`src/rtl/defuzz_seq.sv`:
```
// Handshaked defuzzifier: G = round_half_up(S_wg * OUT_MAX / max(S_w, EPS)), capped at OUT_MAX.
// The quotient comes from a restoring divider that produces one bit per clock.
module defuzz_seq #(
    parameter int unsigned W       = 16,
    parameter int unsigned OUT_W   = 8,
    parameter int unsigned OUT_MAX = 100,
    parameter int unsigned EPS     = 1
) (
    input  logic             clk,
    input  logic             rst_n,
    input  logic             in_valid,
    output logic             in_ready,
    input  logic [W-1:0]     S_w,
    input  logic [W-1:0]     S_wg,
    output logic             out_valid,
    input  logic             out_ready,
    output logic [OUT_W-1:0] G_out,
    output logic             eps_hit,
    output logic             sat
);
    localparam int unsigned RW = W + 2;
    localparam int unsigned DW = RW + 1;
    localparam int unsigned NW = W + OUT_W + 2;
    localparam int unsigned CW = $clog2(OUT_W + 1);

    if ((OUT_MAX >> OUT_W) != 0) begin : g_bad_out_max
        $error("defuzz_seq: OUT_MAX must be below 2**OUT_W");
    end
    if (EPS < 1 || (EPS >> W) != 0) begin : g_bad_eps
        $error("defuzz_seq: EPS must satisfy 1 <= EPS < 2**W");
    end

    typedef enum logic [1:0] {StIdle, StDiv, StDone} state_e;

    state_e           state_q, state_d;
    logic [CW-1:0]    cnt_q, cnt_d;
    logic [W-1:0]     den_q, den_d;
    logic [RW-1:0]    rem_q, rem_d;
    logic [OUT_W-1:0] nlo_q, nlo_d;
    logic [OUT_W-1:0] quo_q, quo_d;
    logic             eps_r_q, eps_r_d;
    logic [OUT_W-1:0] g_q, g_d;
    logic             eps_hit_q, eps_hit_d;
    logic             sat_q, sat_d;

    logic             in_eps;
    logic [W-1:0]     in_den;
    logic [NW-1:0]    in_n;

    // Rounded numerator N = 2*num*OUT_MAX + den; its top RW bits seed the remainder.
    assign in_eps = S_w < W'(EPS);
    assign in_den = in_eps ? W'(EPS) : S_w;
    assign in_n   = ((NW'(S_wg) * NW'(OUT_MAX)) << 1) + NW'(in_den);

    logic [DW-1:0]    partial;
    logic [DW-1:0]    dvs;
    logic             ge;
    logic [RW-1:0]    step_rem;
    logic [OUT_W-1:0] step_quo;

    assign partial  = {rem_q, nlo_q[OUT_W-1]};
    assign dvs      = DW'({den_q, 1'b0});
    assign ge       = partial >= dvs;
    assign step_rem = ge ? RW'(partial - dvs) : partial[RW-1:0];
    assign step_quo = (quo_q << 1) | OUT_W'(ge);

    always_comb begin
        state_d   = state_q;
        cnt_d     = cnt_q;
        den_d     = den_q;
        rem_d     = rem_q;
        nlo_d     = nlo_q;
        quo_d     = quo_q;
        eps_r_d   = eps_r_q;
        g_d       = g_q;
        eps_hit_d = eps_hit_q;
        sat_d     = sat_q;
        unique case (state_q)
            StIdle: begin
                if (in_valid) begin
                    den_d   = in_den;
                    eps_r_d = in_eps;
                    if (S_wg >= in_den) begin
                        state_d   = StDone;
                        g_d       = OUT_W'(OUT_MAX);
                        eps_hit_d = in_eps;
                        sat_d     = 1'b1;
                    end else begin
                        state_d = StDiv;
                        cnt_d   = '0;
                        quo_d   = '0;
                        rem_d   = in_n[NW-1:OUT_W];
                        nlo_d   = in_n[OUT_W-1:0];
                    end
                end
            end
            StDiv: begin
                rem_d = step_rem;
                nlo_d = nlo_q << 1;
                quo_d = step_quo;
                cnt_d = cnt_q + CW'(1);
                if (cnt_q == CW'(OUT_W - 1)) begin
                    state_d   = StDone;
                    g_d       = step_quo;
                    eps_hit_d = eps_r_q;
                    sat_d     = 1'b0;
                end
            end
            StDone: begin
                if (out_ready) state_d = StIdle;
            end
            default: state_d = StIdle;
        endcase
    end

    always_ff @(posedge clk or negedge rst_n) begin
        if (!rst_n) begin
            state_q   <= StIdle;
            cnt_q     <= '0;
            den_q     <= '0;
            rem_q     <= '0;
            nlo_q     <= '0;
            quo_q     <= '0;
            eps_r_q   <= 1'b0;
            g_q       <= '0;
            eps_hit_q <= 1'b0;
            sat_q     <= 1'b0;
        end else begin
            state_q   <= state_d;
            cnt_q     <= cnt_d;
            den_q     <= den_d;
            rem_q     <= rem_d;
            nlo_q     <= nlo_d;
            quo_q     <= quo_d;
            eps_r_q   <= eps_r_d;
            g_q       <= g_d;
            eps_hit_q <= eps_hit_d;
            sat_q     <= sat_d;
        end
    end

    assign in_ready  = (state_q == StIdle);
    assign out_valid = (state_q == StDone);
    assign G_out     = g_q;
    assign eps_hit   = eps_hit_q;
    assign sat       = sat_q;

endmodule

```
`config.mk`:
```
export PLATFORM = sky130hd
export DESIGN_NAME = defuzz_seq
export DESIGN_NICKNAME = d
export VERILOG_FILES = /design/src/rtl/defuzz_seq.sv
export SDC_FILE = /design/constraint.sdc
export NUM_CORES = 1
export LEC_CHECK = 0
export CAP_MARGIN = 20
export CORE_MARGIN = 5
export CORE_UTILIZATION = 55
export CTS_CLUSTER_DIAMETER = 50
export CTS_CLUSTER_SIZE = 10
export DETAILED_ROUTE_END_ITERATION = 6
export PLACE_DENSITY_LB_ADDON = 0.05
export SKIP_LAST_GASP = 1
export SLEW_MARGIN = 30
export SYNTH_ARGS = -nofsm -noshare
export SYNTH_HDL_FRONTEND = slang
export SYNTH_SLANG_ARGS = --single-unit
```
`constraint.sdc`:
```
create_clock -name clk -period 4.2 [get_ports clk]
set_clock_uncertainty 0.15 [all_clocks]
set_input_delay 1.05 -clock clk [delete_from_list [all_inputs] [get_ports clk]]
set_output_delay 1.05 -clock clk [all_outputs]
set_load 0.1 [all_outputs]
```
Yosys cells after proc, flatten, opt, wreduce, memory -nomap -nowiden
Cells that the tools add are included.

cells by class
  bitwise logic cells = 1
  reductions and logical operators = 6
  muxes and demuxes = 31
  add/subtract/negate cells = 3
  equality and inequality tests = 8
  $mul = 1
  order comparisons = 3

operator list
  kind                                                                            count
  18-bit two-way mux                                                              3
  8-bit two-way mux                                                               5
  18-bit one-hot mux with 2 select lines                                          1
  8-bit one-hot mux with 2 select lines                                           2
  24-bit by 16-bit adder with 25-bit output                                       1
  16-bit by 5-bit multiplier with 21-bit output (second input constant)           1
  19-bit by 17-bit greater-or-equal comparator with 1-bit output                  1
  18-bit by 17-bit subtractor with 18-bit output                                  1
  16-bit greater-or-equal comparator                                              1
  16-bit by 1-bit less-than comparator with 1-bit output (second input constant)  1
  16-bit two-way mux                                                              1
  7-bit two-way mux                                                               2
  7-bit one-hot mux with 2 select lines                                           1
  2-bit two-way mux                                                               4
  4-bit two-way mux                                                               2
  8-bit by 1-bit bitwise OR with 8-bit output                                     1
  4-bit one-hot mux with 2 select lines                                           1
  1-bit two-way mux                                                               6
  2-bit != test (second input constant)                                           3
  2-bit one-hot mux with 3 select lines                                           1
  3-bit AND reduction                                                             2
  4-bit by 1-bit adder with 4-bit output (second input constant)                  1
  4-bit by 3-bit == test with 1-bit output (second input constant)                1
  2-bit by 1-bit != test with 1-bit output (second input constant)                2
  7 further kinds                                                                 8

word-level totals
  output and inout bits = 12
  bits in registers = 66
  input port bits = 36
  logic and storage cells = 63

Longest topological paths before layout
Gate-level depths: netlist of the first run.

  depth after elaboration = 6
  depth in mapped cells = 19

Worst setup path before layout of the first run
No wires, ideal clock.

  path type = input port to flip-flop
  from = in S_wg[2]
  to = reg rem_q[9]
  data required time = 3.917 ns
  cell stages on the path = 16
  library setup time = 0.133 ns
  setup slack = -0.965 ns
  path buffers = 0
  arrival = 4.882 ns
  cells stage by stage = ha_1 -> ha_1 -> fa_1 -> ha_1 -> a21oi_1 -> xnor2_1 -> ha_1 -> a2111oi_0 -> o21ai_0 -> a221oi_2 -> o2111a_1 -> o21ba_2 -> or3_1 -> o31ai_1 -> xnor2_1 -> o211ai_1

on the way
  word-level cells in the longest chain between the ends = 5
  elaborated cells on any way between the ends = 8
  those cells by class = add/sub: 1; mul: 1; order compare: 1; eq/ne: 1; mux: 3; reduce/logical: 1

RTL lines
  what                                           line  text
  start, declared                                14    input logic [W-1:0] S_wg,
  16-bit by 5-bit multiplier with 21-bit output  53    assign in_n = ((NW'(S_wg) * NW'(OUT_MAX)) << 1) + NW'(in_den);
  24-bit by 16-bit adder with 25-bit output      53
  18-bit two-way mux                             83    if (S_wg >= in_den) begin
  18-bit two-way mux                             80    if (in_valid) begin
  18-bit one-hot mux with 2 select lines         78    unique case (state_q)
  end signal, assigned                           132   rem_q <= rem_d;
  end, declared                                  38    logic [RW-1:0] rem_q, rem_d;

Parallel ways exist; a longest one is shown, timed or not. The select of a mux whose other input is x is not followed.
A chain may end at the register's enable or synchronous reset.

Worst setup path in the final report of the first run
  from = in S_wg[5]
  to = reg rem_q[9]

The elaborated chain is that of the path after synthesis.

==> results of run 1 <==
## kinds of logic after synthesis
logic type / synth area share [%]
AO/OA/AOI/OAI: 22.5
XOR/XNOR: 5.50
adder cells (fa/ha/maj): 22.8
buffers and inverters: 7.81
flip-flops: 25.3
multiplexers: 1.61
AND/OR/NAND/NOR: 14.5
## cell usage in the layout (no fill, tap or decap), types with 18 or more instances in the layout
master,netlist,final
o21ai_0,69,60
ha_1,98,71
nand2_1,89,85
nor2_1,49,42
dfrtp_1,66,66
inv_1,98,91
xnor2_1,28,18
a21oi_1,49,42
ha_4,0,24
buf_4,1,131
clkdlybuf4s50_1,0,32
## power groups by stage
| stage | clock network, W | registers, W | logic (W) |
|---|---|---|---|
| 6_report | 0.000766 | 0.00114 | 0.00527 |
| 5_1_grt | 0.000808 | 0.00117 | 0.00570 |
| 4_1_cts | 0.000772 | 0.00113 | 0.00499 |
| 3_5_place_dp | 0 | 0.00114 | 0.00457 |
| 3_3_place_gp | 0 | 0.00113 | 0.00445 |
| 2_1_floorplan | 0 | 0.00137 | 0.00299 |
## layer usage
metal  vias up  GRT usage [%]  part of all wire, %  routed length, µm
met5         -              0                    0                  0
met4         0           8.91                  2.8                523
met3        39           4.36                  3.7                703
met2       146           44.4                   50               9450
met1      3039           33.4                   43               8170
li1       3075              -                    -                  -
## cell type report
class                           instances  share of cell area (%)
Inverter                               98                    4.01
Timing Repair Buffer                  186                    17.0
Clock buffer                           12                    2.79
Clock inverter                          4                   0.545
Sequential cell                        66                    18.0
Tap cell                              143                    1.95
Multi-Input combinational cell        591                    55.7
## state kept, by name, summed over array words and instances (netlist names)
register,flops
G_out,8
cnt_q,4
den_q,16
eps_hit,1
eps_r_q,1
nlo_q,8
quo_q,7
rem_q,18
sat,1
state_q,2
## metrics by stage
step	worst slack [ps]	std cells	utilization (%)
floorplan	-742	790	-
global placement	-1330	1069	71.0
detailed placement	-1430	1069	71.0
CTS	-566	1096	77.7
global route	-633	1100	79.7
finish	-511	1100	79.7
## worst paths after layout
check                                        end  cells after the start
max reg2reg                rem_q[16]$_DFFE_PN0P_                     11
max                         rem_q[9]$_DFFE_PN0P_                     19
min reg2reg                 G_out[1]$_DFFE_PN0P_                      2
max in group asynchronous   cnt_q[3]$_DFFE_PN0P_                      2
min in group asynchronous   nlo_q[2]$_DFFE_PN0P_                      1
min                         G_out[1]$_DFFE_PN0P_                      2
## timing repair
item | 4_1_cts | 5_1_grt
gates resized for setup | 118 | 43
hold buffers | 0 | 0
endpoints found under the hold margin | 0 | 0
setup buffers | 13 | 5
setup endpoints to repair | 16 | 43
cloned | 0 | 1
pin swaps | 70 | 54
## worst max-delay path, delay by kind of cell
| kind | cells | cell delay, ps |
|---|---|---|
| fa+ha+maj | 5 | 1560 |
| compound gates | 6 | 1120 |
| simple gates | 2 | 410 |
| xor+xnor | 2 | 330 |
| buf+inv | 4 | 290 |
==> impl_metrics.json, run 1 <==
{
  "intPower_w": 0.00380,
  "regToRegSetupSlack_ps": 850,
  "drive_above_1_share_pct": 29.3,
  "ys_types": 65,
  "clock-sinks": 66,
  "timing.final.crit_share_pct": 112,
  "syn_area_um2": 6520,
  "vias_per_cell": 5.73,
  "io_buffers": 47,
  "avgSynthCellArea_um2": 8.26,
  "ys_seq_elements": 66,
  "antenna_left": 0,
  "dp_hpwl_um": 14000,
  "whs_ps": 323,
  "clkPwrFrac_pct": 10.7,
  "multi_input_area_um2": 5110,
  "cp_slowest_cell": "fa_1",
  "critPathLaunch": "S_wg[5]",
  "crit_required_ps": 4250,
  "wire_per_inst_um": 17.1,
  "synth-seq-area-share_pct": 25.3,
  "finalSetupViolCount": 12,
  "net-switching-power_w": 0.00338,
  "areaGrowthSynthToFinish_pct": 40.7,
  "die_h_um": 119,
  "synthCells": 790,
  "violations": "setup timing",
  "core_um2": 11500,
  "hp-class": "flop to flop",
  "place_congestion": 0.897,
  "syn_nets": 937,
  "p_sw_share_pct": 47.1,
  "power.density_nw_per_um2": 781,
  "yosys.area.top_type": "dfrtp_1",
  "endpoint_kind": "flop",
  "worst_slack_ps": -511,
  "fmax_mhz": 212,
  "arrival_ps": 4760,
  "cts_tree": "done",
  "rsz0062_at_grt": "yes",
  "period_needed_ps": 4710,
  "antenna_cells": 0,
  "reg2reg_from": "rem_q[11]$_DFFE_PN0P_",
  "cpMostUsedCell": "ha_4",
  "grt.overflow.total": 0,
  "hold_start": "G_out[1]$_DFFE_PN0P_",
  "crit_path_max_incr_delay_ps": 490,
  "num_io_pins": 48,
  "cts_root_buffer": "clkbuf_16",
  "maxSlewHeadroom_pct": 35.0,
  "comb_power_share_pct": 73.4,
  "synthTopCellsByCount": "98 x ha_1, 98 x inv_1, 89 x nand2_1, 69 x o21ai_0, 66 x dfrtp_1",
  "ys_warn_count": 0,
  "synth_edf_count": 0,
  "irDropWorstVdd_uv": 317,
  "tightest_slew_ps": 973,
  "rows": 39,
  "synth.top_cells.by_area": "dfrtp_1 25%, ha_1 19%, inv_1 5.6%, o21ai_0 5.3%, nand2_1 5.1%",
  "track_usage_pct": 26.0,
  "grt_pass1_wl_um": 30400,
  "status": "finished with violations",
  "route.detailed.drc": 0,
  "synthArstFlopShare_pct": 100,
  "ff_latch_area_um2": 1650,
  "final_nets": 1099,
  "critical_path_class": "input port to flop",
  "fp.dieW_um": 119,
  "p_seq_share_pct": 15.9,
  "max-cap-violations": 0,
  "vias": 6299,
  "fillers": 788,
  "cts.clk_slew.worst_paths_ps": 60,
  "path_cells": "buf_6, buf_6, ha_4, ha_4, inv_2, fa_1, inv_2, ha_4, a21o_1, o41ai_4, xnor2_1, ha_2, nand3_1, o2111a_1, o21ba_2, or3_4, o31ai_2, xnor2_1, o211ai_1",
  "grt_pass1_vias": 6401,
  "finalSetupTns_ps": -3940,
  "finalMaxSlewViolations": 0,
  "ys.flop_type": "dfrtp_1",
  "antenna_found_initial": 0,
  "drt_iter0_markers": 430,
  "final_cell_area_um2": 9180,
  "finalPower_w": 0.00717,
  "synth_top_area_share_pct": 25.3,
  "drt-total-wl_um": 18900,
  "start_util_pct": 56.6,
  "dieArea_um2": 14100,
  "clk_path_buf_depth": 2,
  "critPathLaunchType": "input port",
  "finalHoldViolations": 0,
  "clk_latency_ps": 330,
  "grt_max_degree": 45,
  "place_area_um2": 8180,
  "dr.pass1.iters": 5,
  "htree_levels": 3,
  "p_leak_nw": 4.32,
  "cts_made_buffers": 9,
  "cp_max_fo": 5
}
Note: power is estimated with default switching activity, not from simulation.
==> run 2, diff against run 1 <==
--- a/config.mk
+++ b/config.mk
@@ -7,9 +7,8 @@
 export LEC_CHECK = 0
 export CAP_MARGIN = 20
 export CORE_MARGIN = 5
-export CORE_UTILIZATION = 55
+export CORE_UTILIZATION = 45
 export CTS_CLUSTER_DIAMETER = 50
-export CTS_CLUSTER_SIZE = 10
 export DETAILED_ROUTE_END_ITERATION = 6
 export PLACE_DENSITY_LB_ADDON = 0.05
 export SKIP_LAST_GASP = 1
==> impl_metrics.json, run 2 (synthesized netlist as in run 1, its figures left out) <==
{
  "antenna_cells": 0,
  "io_buffers": 47,
  "clk_latency_ps": 330,
  "critPathLaunchType": "input port",
  "cts.clk_slew.worst_paths_ps": 60,
  "timing.final.crit_share_pct": 114,
  "arrival_ps": 4840,
  "path_cells": "buf_8, ha_4, ha_4, inv_2, fa_1, inv_2, ha_4, buf_6, nor2_4, buf_6, a21oi_2, xnor2_1, ha_1, nand2_1, a21oi_1, a221oi_2, o2111a_1, o21ba_2, or3_1, o31ai_2, xnor2_1, o211ai_1",
  "place_area_um2": 8260,
  "critPathLaunch": "S_wg[3]",
  "clock-sinks": 66,
  "period_needed_ps": 4790,
  "critical_path_class": "input port to flop",
  "dieArea_um2": 17000,
  "status": "finished with violations",
  "clk_path_buf_depth": 2,
  "maxSlewHeadroom_pct": 34.7,
  "regMostFlops": "rem_q",
  "reg2reg_from": "rem_q[4]$_DFFE_PN0P_",
  "num_io_pins": 48,
  "grt.overflow.total": 0,
  "tightest_slew_ps": 977,
  "whs_ps": 333,
  "hold_start": "quo_q[3]$_DFFE_PN0P_",
  "dr.pass1.iters": 4,
  "cts_root_buffer": "clkbuf_16",
  "areaGrowthSynthToFinish_pct": 42.3,
  "place_congestion": 0.896,
  "rsz0062_at_grt": "yes",
  "irDropWorstVdd_uv": 373,
  "cpMostUsedCell": "ha_4",
  "cts_made_buffers": 9,
  "reg_top3": "rem_q x18, den_q x16",
  "crit_required_ps": 4250,
  "die_h_um": 130,
  "antenna_left": 0,
  "p_leak_nw": 4.35,
  "core_um2": 14400,
  "htree_levels": 3,
  "finalMaxSlewViolations": 0,
  "start_util_pct": 45.4,
  "vias_per_cell": 5.35,
  "cp_slowest_cell": "fa_1",
  "final_common_cell": "buf_4",
  "grt_pass1_wl_um": 29700,
  "antenna_found_initial": 0,
  "grt_max_degree": 45,
  "final_nets": 1105,
  "cts_tree": "done",
  "grt_pass1_vias": 6149,
  "fp.dieW_um": 130,
  "violations": "setup timing",
  "drive_above_1_share_pct": 29.6,
  "fmax_mhz": 209,
  "dp_hpwl_um": 14600,
  "final_cell_mix": "136 x buf_4, 91 x inv_1, 85 x nand2_1, 72 x ha_1, 66 x dfrtp_1",
  "wire_per_inst_um": 16.0,
  "drt-total-wl_um": 18400,
  "endpoint_kind": "flop",
  "max-cap-violations": 0,
  "final_cell_area_um2": 9280,
  "largest_reg_flops": 18,
  "worst_slack_ps": -590,
  "hp-class": "flop to flop",
  "vias": 6133,
  "drt_iter0_markers": 274,
  "track_usage_pct": 21.7,
  "cp_max_fo": 3,
  "rows": 44,
  "cts.hold.buffers_added": 0,
  "crit_path_max_incr_delay_ps": 510,
  "finalHoldViolations": 0,
  "route.detailed.drc": 0,
  "finalSetupViolCount": 13,
  "power.density_nw_per_um2": 780
}
## run 2: cell count changes in the layout (fill, tap and decap cells not counted), moves of 3 or more
cell,previous run,this run
a21oi_1,42,39
a21oi_2,6,10
nor2_2,5,2
buf_12,0,3
a211oi_1,8,11
buf_4,131,136
a211oi_2,5,2
## run 2: timing repair
action | in CTS | in global routing
buffers inserted | 16 | 12
endpoints found under the setup margin | 16 | 35
gates resized for setup | 124 | 27
pin swaps | 70 | 42
## run 2: path summary, 6_finish.rpt
path                                              end  slack [ps]  cells past startpoint
worst min-delay path             quo_q[3]$_DFFE_PN0P_         330                      2
max in group asynchronous        nlo_q[5]$_DFFE_PN0P_        2410                      2
min in group asynchronous       rem_q[17]$_DFFE_PN0P_         540                      1
worst min register to register   quo_q[3]$_DFFE_PN0P_         330                      2
worst max-delay path             rem_q[9]$_DFFE_PN0P_        -590                     22
worst max register to register  rem_q[16]$_DFFE_PN0P_         720                     11
## run 2: per-layer routing
layer | vias to the layer above | part of all wire (%) | GRT usage (%)
met3 | 31 | 2.5 | 2.28
met5 | - | 0 | 0
met4 | 0 | 2.8 | 6.53
li1 | 3087 | - | -
met2 | 88 | 51 | 39.0
met1 | 2927 | 44 | 27.7
## run 2: worst max-delay path, delay by kind of cell
family | cells | cell delay [ps]
simple gates | 3 | 540
buf+inv | 5 | 430
fa+ha+maj | 5 | 1530
xor+xnor | 2 | 350
compound gates | 7 | 940
## run 2: power by group
| part | internal [W] | switching, W |
|---|---|---|
| clock | 0.000523 | 0.000288 |
| combinational | 0.00241 | 0.00288 |
| sequential | 0.000948 | 0.000196 |
| total | 0.00388 | 0.00336 |
## run 2: stage by stage
stage	instances	util [%]	total power [W]	TNS [ps]	setup slack (ps)
3_5_place_dp	1111	57.5	0.00576	-23460	-1390
3_3_place_gp	1111	57.5	0.00565	-24220	-1340
2_1_floorplan	790	-	0.00436	-4400	-742
6_report	1147	64.6	0.00724	-4550	-590
4_1_cts	1140	63.1	0.00702	-4310	-538
5_1_grt	1147	64.6	0.00781	-6270	-743
## run 2: area by class of cell
cell class,instances,area (µm²)
clock buffers,9,225
flip-flops and latches,66,1650
inverters,98,368
multi-input cells,590,5070
well taps,184,230
fillers,1198,5090
repair buffers,193,1640
clock inverters,7,101
==> run 3, diff against run 2 <==
--- a/config.mk
+++ b/config.mk
@@ -7,7 +7,7 @@
 export LEC_CHECK = 0
 export CAP_MARGIN = 20
 export CORE_MARGIN = 5
-export CORE_UTILIZATION = 45
+export CORE_UTILIZATION = 61
 export CTS_CLUSTER_DIAMETER = 50
 export DETAILED_ROUTE_END_ITERATION = 6
 export PLACE_DENSITY_LB_ADDON = 0.05
==> impl_metrics.json, run 3 (synthesized netlist as in run 1, its figures left out) <==
{
  "p_leak_nw": 4.28,
  "tightest_slew_ps": 976,
  "cts.hold.buffers_added": 0,
  "grt_pass1_vias": 6638,
  "multi_input_area_um2": 5070,
  "wire_per_inst_um": 19.7,
  "maxSlewHeadroom_pct": 34.7,
  "fmax_mhz": 205,
  "fillers": 519,
  "crit_required_ps": 4280,
  "final_cell_area_um2": 9040,
  "antenna_cells": 0,
  "grt_pass1_wl_um": 31800,
  "die_h_um": 113,
  "io_buffers": 47,
  "cts_root_buffer": "clkbuf_8",
  "antenna_found_initial": 0,
  "clock-sinks": 66,
  "dp_hpwl_um": 14100,
  "largest_reg_flops": 18,
  "vias": 6735,
  "place_area_um2": 8160,
  "finish.utilization_pct": 87.2,
  "areaGrowthSynthToFinish_pct": 38.6,
  "whs_path_depth": 2,
  "track_usage_pct": 30.9,
  "cts.clk_slew.worst_paths_ps": 70,
  "final_nets": 1106,
  "num_io_pins": 48,
  "reg2reg_from": "den_q[4]$_DFFE_PN0P_",
  "vias_per_cell": 6.12,
  "cts_tree": "done",
  "max-cap-violations": 0,
  "r2r_cells": 12,
  "critical_path_class": "input port to flop",
  "start_util_pct": 62.9,
  "htree_levels": 3,
  "worst_slack_ps": -687,
  "grt.overflow.total": 0,
  "grt_max_degree": 52,
  "dieArea_um2": 12900,
  "endpoint_kind": "flop",
  "clk_latency_ps": 350,
  "worstReg2RegEnd": "rem_q[5]$_DFFE_PN0P_",
  "regMostFlops": "rem_q",
  "finalSetupViolCount": 13,
  "antenna_left": 0,
  "place_congestion": 0.928,
  "core_um2": 10400,
  "final_common_cell": "buf_4",
  "final_cell_mix": "138 x buf_4, 91 x inv_1, 83 x nand2_1, 75 x ha_1, 66 x dfrtp_1",
  "holdPathEnd": "G_out[7]$_DFFE_PN0P_",
  "period_needed_ps": 4890,
  "irDropWorstVdd_uv": 531,
  "drt_iter0_markers": 568,
  "timing.final.crit_share_pct": 116,
  "reg_top3": "rem_q x18, den_q x16",
  "arrival_ps": 4970,
  "critPathLaunchType": "input port",
  "rsz0062_at_grt": "yes",
  "hold_start": "G_out[7]$_DFFE_PN0P_",
  "violations": "setup timing",
  "fp.dieW_um": 113,
  "cts_made_buffers": 9,
  "regToRegSetupSlack_ps": 680,
  "drt-total-wl_um": 21700,
  "rows": 37,
  "finalMaxSlewViolations": 0,
  "hp-class": "flop to flop",
  "drive_above_1_share_pct": 29.4,
  "ff_latch_area_um2": 1650,
  "clk_path_buf_depth": 2,
  "status": "finished with violations",
  "dr.pass1.iters": 5,
  "route.detailed.drc": 0,
  "cp_max_fo": 3,
  "power.density_nw_per_um2": 787,
  "finalHoldViolations": 0
}
run 3: worst max-delay path by stage:
stage,slack (ps),cells after the start,endpoint,from
finish,-690,20,rem_q[12]$_DFFE_PN0P_,S_wg[6]
global route,-840,20,rem_q[12]$_DFFE_PN0P_,S_wg[6]
CTS,-540,17,rem_q[9]$_DFFE_PN0P_,S_wg[3]
detailed placement,-1470,18,rem_q[9]$_DFFE_PN0P_,S_wg[2]
global placement,-1320,18,rem_q[9]$_DFFE_PN0P_,S_wg[3]
floorplan,-740,16,rem_q[9]$_DFFE_PN0P_,S_wg[3]
run 3: power breakdown:
part | internal [W] | switching (W)
registers | 0.000947 | 0.000196
logic | 0.00237 | 0.00307
clock network | 0.000291 | 0.000248
run 3: per-stage QoR:
| stage | power [W] | instances | setup TNS [ps] | worst slack (ps) | hold slack (ps) |
|---|---|---|---|---|---|
| floorplan | 0.00436 | 790 | -4400 | -742 | 296 |
| global placement | 0.00554 | 1061 | -19150 | -1320 | 310 |
| detailed placement | 0.00571 | 1061 | -22960 | -1470 | 321 |
| CTS | 0.00664 | 1091 | -4400 | -544 | 344 |
| global route | 0.00758 | 1100 | -11360 | -842 | 368 |
| finish | 0.00711 | 1100 | -6390 | -687 | 338 |
run 3: final cells by class:
cell class,count,share of cell area (%)
Multi-Input combinational cell,591,56.1
Inverter,98,4.07
Clock buffer,12,1.60
Sequential cell,66,18.3
Clock inverter,4,0.567
Timing Repair Buffer,193,17.5
Tap cell,136,1.88
run 3: per-layer routing:
layer	up-vias	GRT usage [%]	part of all wire (%)
li1	3093	-	-
met1	3220	37.5	39
met2	315	54.2	49
met3	107	4.46	6.0
met4	0	13.8	5.8
met5	-	0	0
run 3: what timing repair did:
action,4_1_cts,5_1_grt
gates resized for setup,105,42
endpoints found under the hold margin,0,0
buffers inserted,14,9
pin swaps,70,36
endpoints found under the setup margin,15,48
gates cloned,0,1
run 3: critical path: stages:
cell,delay [ps]
buf_6,100
buf_6,110
ha_4,230
ha_4,250
inv_2,30
fa_1,570
inv_2,60
ha_4,160
buf_4,150
a21oi_1,330
buf_4,210
a21boi_4,60
a31oi_1,290
xor2_1,190
buf_4,180
buf_4,140
a21o_1,190
or3b_4,430
xnor2_2,160
o21ai_1,70
